<file path="src/rtl/dvb_s2_dec_axis_packer.sv">
// dvb_s2_dec_axis_packer
// Packs the decoder's bit-serial hard-decision stream into an 8-bit AXI4-Stream
// master with per-frame tid/tdest/tuser sideband, and reports per-frame status.
// Optional build macro: DVB_S2_DEC_PACKER_LSB_FIRST_EN (first bit of a byte -> tdata[0]).
module dvb_s2_dec_axis_packer #(
    parameter int unsigned pMAX_BITS = 14232
) (
    input  logic        iclk,
    input  logic        ireset,
    input  logic        ival,
    input  logic        isop,
    input  logic        ieop,
    input  logic        idat,
    input  logic [20:0] itag,
    input  logic        idecfail,
    output logic        ordy,
    input  logic        m_axis_tready,
    output logic        m_axis_tvalid,
    output logic [7:0]  m_axis_tdata,
    output logic        m_axis_tlast,
    output logic [7:0]  m_axis_tid,
    output logic [3:0]  m_axis_tdest,
    output logic [8:0]  m_axis_tuser,
    output logic        oframe_done,
    output logic [15:0] oframe_bitnum,
    output logic        oframe_error
);

    localparam logic [15:0] MAX_BITS = 16'(pMAX_BITS);

    typedef enum logic {
        IDLE,
        FRAME
    } state_t;

    typedef struct packed {
        logic [7:0]  data;
        logic        last;
        logic [20:0] tag;
    } ent_t;

    state_t      state_q, state_d;
    logic [7:0]  sh_q, sh_d;
    logic [2:0]  nb_q, nb_d;
    logic [15:0] cnt_q, cnt_d;
    logic        ovf_q, ovf_d;
    logic [20:0] tag_q, tag_d;
    logic [1:0]  fcnt_q, fcnt_d;
    ent_t        mem_q [0:2];
    ent_t        mem_d [0:2];
    logic        rdy_q, rdy_d;
    logic        done_q, done_d;
    logic [15:0] bitnum_q, bitnum_d;
    logic        err_q, err_d;

    logic        acc, pop, start;
    logic        push_a, push_b;
    ent_t        ent_a, ent_b;
    logic [7:0]  byte_v;
    logic [1:0]  wp;

    // Bit position within the byte for the k-th bit of that byte.
    function automatic logic [2:0] bitpos(input logic [2:0] k);
`ifdef DVB_S2_DEC_PACKER_LSB_FIRST_EN
        return k;
`else
        return 3'd7 - k;
`endif
    endfunction

    assign acc = ival & rdy_q;
    assign pop = (fcnt_q != 2'd0) & m_axis_tready;

    // Framing FSM, bit packing, status and output FIFO next state.
    always_comb begin
        state_d  = state_q;
        sh_d     = sh_q;
        nb_d     = nb_q;
        cnt_d    = cnt_q;
        ovf_d    = ovf_q;
        tag_d    = tag_q;
        done_d   = 1'b0;
        bitnum_d = bitnum_q;
        err_d    = err_q;
        start    = 1'b0;
        push_a   = 1'b0;
        push_b   = 1'b0;
        ent_a    = '0;
        ent_b    = '0;
        byte_v   = '0;

        case (state_q)
            IDLE: begin
                if (acc && isop) start = 1'b1;
            end
            FRAME: begin
                if (acc && isop) begin
                    // Abort: pending bits (zero-padded) or an empty byte close the old frame,
                    // unless the length cap has already emitted its tlast.
                    if (cnt_q != MAX_BITS) begin
                        push_a = 1'b1;
                        ent_a  = '{data: sh_q, last: 1'b1, tag: tag_q};
                    end
                    done_d   = 1'b1;
                    bitnum_d = cnt_q;
                    err_d    = 1'b1;
                    start    = 1'b1;
                end else if (acc) begin
                    if (cnt_q != MAX_BITS) begin
                        byte_v = sh_q;
                        byte_v[bitpos(nb_q)] = idat;
                        cnt_d  = cnt_q + 16'd1;
                        if (nb_q == 3'd7 || ieop || cnt_d == MAX_BITS) begin
                            push_a = 1'b1;
                            ent_a  = '{data: byte_v, last: (ieop || cnt_d == MAX_BITS), tag: tag_q};
                            sh_d   = '0;
                            nb_d   = '0;
                        end else begin
                            sh_d = byte_v;
                            nb_d = nb_q + 3'd1;
                        end
                    end else begin
                        ovf_d = 1'b1;
                    end
                    if (ieop) begin
                        done_d   = 1'b1;
                        bitnum_d = cnt_d;
                        err_d    = idecfail | ovf_d;
                        state_d  = IDLE;
                    end
                end
            end
            default: state_d = IDLE;
        endcase

        if (start) begin
            tag_d   = itag;
            cnt_d   = 16'd1;
            ovf_d   = 1'b0;
            state_d = FRAME;
            byte_v  = '0;
            byte_v[bitpos(3'd0)] = idat;
            if (ieop) begin
                push_b   = 1'b1;
                ent_b    = '{data: byte_v, last: 1'b1, tag: itag};
                sh_d     = '0;
                nb_d     = '0;
                done_d   = 1'b1;
                bitnum_d = 16'd1;
                err_d    = idecfail;
                state_d  = IDLE;
            end else begin
                sh_d = byte_v;
                nb_d = 3'd1;
            end
        end

        // Shift FIFO with registered head; a third slot absorbs the double push of an
        // abort immediately followed by a 1-bit frame, while ordy still reports two.
        mem_d = mem_q;
        if (pop) begin
            mem_d[0] = mem_q[1];
            mem_d[1] = mem_q[2];
        end
        wp = fcnt_q - {1'b0, pop};
        if (push_a) begin
            mem_d[wp] = ent_a;
            wp        = wp + 2'd1;
        end
        if (push_b) mem_d[wp] = ent_b;
        fcnt_d = fcnt_q - {1'b0, pop} + {1'b0, push_a} + {1'b0, push_b};
        rdy_d  = (fcnt_d < 2'd2);
    end

    // State, packing, FIFO and status registers.
    always_ff @(posedge iclk or posedge ireset) begin
        if (ireset) begin
            state_q  <= IDLE;
            sh_q     <= '0;
            nb_q     <= '0;
            cnt_q    <= '0;
            ovf_q    <= 1'b0;
            tag_q    <= '0;
            fcnt_q   <= '0;
            for (int unsigned i = 0; i < 3; i++) mem_q[i] <= '0;
            rdy_q    <= 1'b0;
            done_q   <= 1'b0;
            bitnum_q <= '0;
            err_q    <= 1'b0;
        end else begin
            state_q  <= state_d;
            sh_q     <= sh_d;
            nb_q     <= nb_d;
            cnt_q    <= cnt_d;
            ovf_q    <= ovf_d;
            tag_q    <= tag_d;
            fcnt_q   <= fcnt_d;
            for (int unsigned i = 0; i < 3; i++) mem_q[i] <= mem_d[i];
            rdy_q    <= rdy_d;
            done_q   <= done_d;
            bitnum_q <= bitnum_d;
            err_q    <= err_d;
        end
    end

    assign ordy          = rdy_q;
    assign m_axis_tvalid = (fcnt_q != 2'd0);
    assign m_axis_tdata  = mem_q[0].data;
    assign m_axis_tlast  = mem_q[0].last;
    assign m_axis_tid    = mem_q[0].tag[20:13];
    assign m_axis_tdest  = mem_q[0].tag[12:9];
    assign m_axis_tuser  = mem_q[0].tag[8:0];
    assign oframe_done   = done_q;
    assign oframe_bitnum = bitnum_q;
    assign oframe_error  = err_q;

endmodule
</file>
<file path="config.mk">
export PLATFORM = sky130hd
export DESIGN_NAME = dvb_s2_dec_axis_packer
export DESIGN_NICKNAME = d
export VERILOG_FILES = /design/src/rtl/dvb_s2_dec_axis_packer.sv
export SDC_FILE = /design/constraint.sdc
export NUM_CORES = 1
export LEC_CHECK = 0
export CAP_MARGIN = 10
export CORE_UTILIZATION = 60
export DETAILED_ROUTE_END_ITERATION = 12
export GPL_TIMING_DRIVEN = 0
export PLACE_DENSITY = 0.8
export RECOVER_POWER = 25
export SLEW_MARGIN = 20
export SYNTH_ARGS = -nofsm -noshare
export SYNTH_HDL_FRONTEND = slang
export SYNTH_SLANG_ARGS = --single-unit
</file>
<file path="constraint.sdc">
create_clock -name iclk -period 7.5 [get_ports iclk]
set_clock_uncertainty 0.2 [all_clocks]
set_input_delay 0.75 -clock iclk [delete_from_list [all_inputs] [get_ports iclk]]
set_output_delay 0.75 -clock iclk [all_outputs]
set_load 0.01 [all_outputs]
</file>
==> metrics <==
clock sinks=161; GR Util met3=6.37%; # diodes=0; most area-consuming cells after synthesis=dfrtp_1, nand2_1, mux2i_1, o21ai_1, buf_4; initial antenna violation count=0; fin worst setup slack=between 2 and 2.5 ns; Post-Synth Adder-Cell Area=1.33%; post-synth net total=around 1100; Placeable Area=14800 µm²; pwr dens=374 nW/µm²; Worst-Margin Slew=3.95 ns; TritonCTS clock tree=yes; pin count of the biggest net entering global routing=90; Synth Area in Compound Gates=17.0%; post-route cell area=10800 µm²; Vias/cell=6.15; commonest cells in the synthesized netlist=nand2_1, dfrtp_1, o21ai_1, nor2_1, clkbuf_1; Reg-to-Reg End=m_axis_tdest[3]$_DFF_PP0_; Fmax=193 MHz; Final Hold Fails=0; CP arrival=5.17 ns; Yosys cell types=71; Yosys top cell area share=between 40% and 50%; Max Cap Viol=2; post-route clock period utilization=69.1%; Post-Place Worst Slack=around 2.5 ns; Initial Util=62.3%; Slew HR=-165%; DP HPWL=17100 µm; Internal=approximately 2.4 mW; Async SR Flop Fraction=100%; Crit. End Element=asynchronous set/reset pin; failing checks=capacitance limit, slew limit; final worst path period need=5.18 ns; DRC=0; Simple-Gate Fraction of Synth Area=23.1%; Ports=79; R2R cell count=13; Syn. warnings=0; maximum clock path buffer count=2; number of global-route vias before repair=8107; Clock Latency Late Sink=between 0.4 and 0.5 ns; CP Launch Type=input port; GRT met2 Usage=a little over half; hold bufs inserted after CTS=0; Post-synth EDFFs=0; RR Startpoint=fcnt_q[1]$_DFF_PP0_; Crit path required time=7.49 ns; maximum net fanout on the critical path=89; RD Place Congestion=slightly above 0.9; WHS Path Cells=2; gr usage total=34.2%; grt met1 use=47.2%; Post-CTS Setup Inserts=0; Worst-path clk slew=0.06 ns; unrepaired setup endpoints after global routing=false; die span in x=126 µm; WS Path Type=input port to asynchronous set/reset pin; sequential area share after synthesis=43.9%; # H-tree levels=4; Final Max Slew Viols=164; total power=4.02 mW; global-route wire length before repair=42100 µm; worst hold start=ovf_q$_DFFE_PP0P_; Sw Pwr=1.61 mW; combinational cell fraction of total power=around 44%; PostCTS Resize Cnt=0; WHS Endpoint=ovf_q$_DFFE_PP0P_; hold crit path type=register to register; TritonCTS buffer count=17; Die ar.=around 16000 µm²; Area growth syn-to-layout=17.1%; Post-Synth XOR/XNOR Area=1.24%; outcome=finished with violations; Worst VDD drop=0.205 mV; P_leak=5.08 nW; Yosys reg bits=161; Antenna Nets Post-Route=0; Final nets=1246; WL/cell=18.3 µm; router iterations before antenna repair=6; Clk pwr share=20.9%; Seq pwr share=between 30% and 40%; via count=8635; switching share of total power=around two fifths; r2r setup slk=3.02 ns; 1st-iter DRT viols=1008; Area after DPL=10200 µm²; Synth Cell Area=9190 µm²; Overflow after GRT=0; Final Setup Violations=0; syn avg cell area=between 8 and 9 µm²; row count=44; most frequent cell after synthesis=nand2_1; drt total wl=25800 µm; area leader, netlist=dfrtp_1; main combinational cell family by area after synthesis=simple AND/OR/NAND/NOR gates; layout cells sized above 1=10.4%; GRT busiest layer=met2; Synth Instances=around 1100; multiplexer share of the synthesized area=5.52%; die height=126 µm; root buf cell=clkbuf_16; IO buf count=a little under 80; Synth Flop Type=dfrtp_1
[routing by layer]
| metal | vias to the layer above | wire [µm] |
|---|---|---|
| li1 | 3997 | - |
| met1 | 4147 | 10800 |
| met2 | 439 | 12000 |
| met3 | 52 | 2330 |
| met4 | 0 | 584 |
| met5 | - | 0 |
[cell type report]
class	instances	area, µm²
Timing Repair Buffer	78	776
Buffer	114	656
Clock buffer	18	429
Fill cell	1185	4000
Multi-Input combinational cell	815	4420
Clock inverter	14	131
Tap cell	184	230
Inverter	21	80.1
Sequential cell	161	4030
[flip-flops by register name (all words and copies together), names as in the netlist]
signal and cells:
m_axis_tdest 4, m_axis_tdata 8, m_axis_tuser 9, ovf_q 1
sh_q 8, oframe_bitnum 16, oframe_done 1, fcnt_q 2
state_q 1, tag_q 21, m_axis_tlast 1, nb_q 3
mem_q 60, m_axis_tid 8, cnt_q 16, oframe_error 1
ordy 1
[how the worst max path moves through the flow]
stage | start | endpoint | slack, ns | depth (start not counted)
global route | ireset | m_axis_tid[7]$_DFF_PP0_ | 1.40 | 3
CTS | m_axis_tready | m_axis_tdata[1]$_DFF_PP0_ | 2.96 | 16
global placement | ireset | m_axis_tid[2]$_DFF_PP0_ | -0.05 | 2
detailed placement | m_axis_tready | m_axis_tdata[1]$_DFF_PP0_ | 2.55 | 16
floorplan | ireset | cnt_q[0]$_DFFE_PP0P_ | 2.20 | 1
finish | ireset | m_axis_tid[7]$_DFF_PP0_ | 2.32 | 3
[stage by stage]
| stage | setup TNS [ns] | instances | util (%) | hold slack [ns] |
|---|---|---|---|---|
| after global routing | 0 | 1405 | 72.9 | 0.327 |
| after CTS | 0 | 1405 | 73.1 | 0.302 |
| after detailed placement | 0 | 1373 | 69.3 | 0.284 |
| after global placement | -5.34 | 1372 | 69.0 | 0.280 |
| final | 0 | 1405 | 72.9 | 0.302 |
| after floorplan | 0 | 1111 | - | 0.264 |
[power by group through the flow]
stage,registers (mW),clock network [mW],logic [mW]
floorplan,1.39,0,1.17
global placement,1.42,0,1.67
detailed placement,1.42,0,1.72
CTS,1.41,0.846,1.74
global route,1.46,0.882,1.93
finish,1.42,0.842,1.76
[logic make-up after synthesis]
family | after synthesis
XOR/XNOR | 13
multiplexers | 49
flip-flops | 161
AO/OA/AOI/OAI | 254
adder cells (fa/ha/maj) | 10
AND/OR/NAND/NOR | 489
buffers and inverters | 135
[placed cells by master (no fill, tap or decap), types with 9 or more instances in the layout]
| master | netlist | routed |
|---|---|---|
| inv_1 | 17 | 16 |
| a311oi_1 | 14 | 14 |
| buf_4 | 34 | 34 |
| o22ai_1 | 15 | 15 |
| mux2i_1 | 45 | 45 |
| a21oi_1 | 42 | 42 |
| ha_1 | 9 | 9 |
| clkbuf_16 | 0 | 17 |
| buf_6 | 10 | 10 |
| nor2_1 | 61 | 61 |
| o31ai_1 | 11 | 11 |
| o21ai_0 | 40 | 40 |
| dfrtp_1 | 161 | 161 |
| nand2_1 | 324 | 324 |
| clkdlybuf4s50_1 | 0 | 76 |
| clkbuf_1 | 48 | 49 |
| buf_2 | 19 | 19 |
| a31oi_1 | 24 | 24 |
| nor3_1 | 22 | 22 |
| o21ai_1 | 68 | 68 |
| nand3_1 | 33 | 33 |
[worst max-delay path, cell delays in order]
cell	delay [ns]
dlygate4sd3_1	0.54
clkinvlp_2	2.19
clkbuf_2	1.60
No activity file was read; power rests on OpenSTA's default activity.
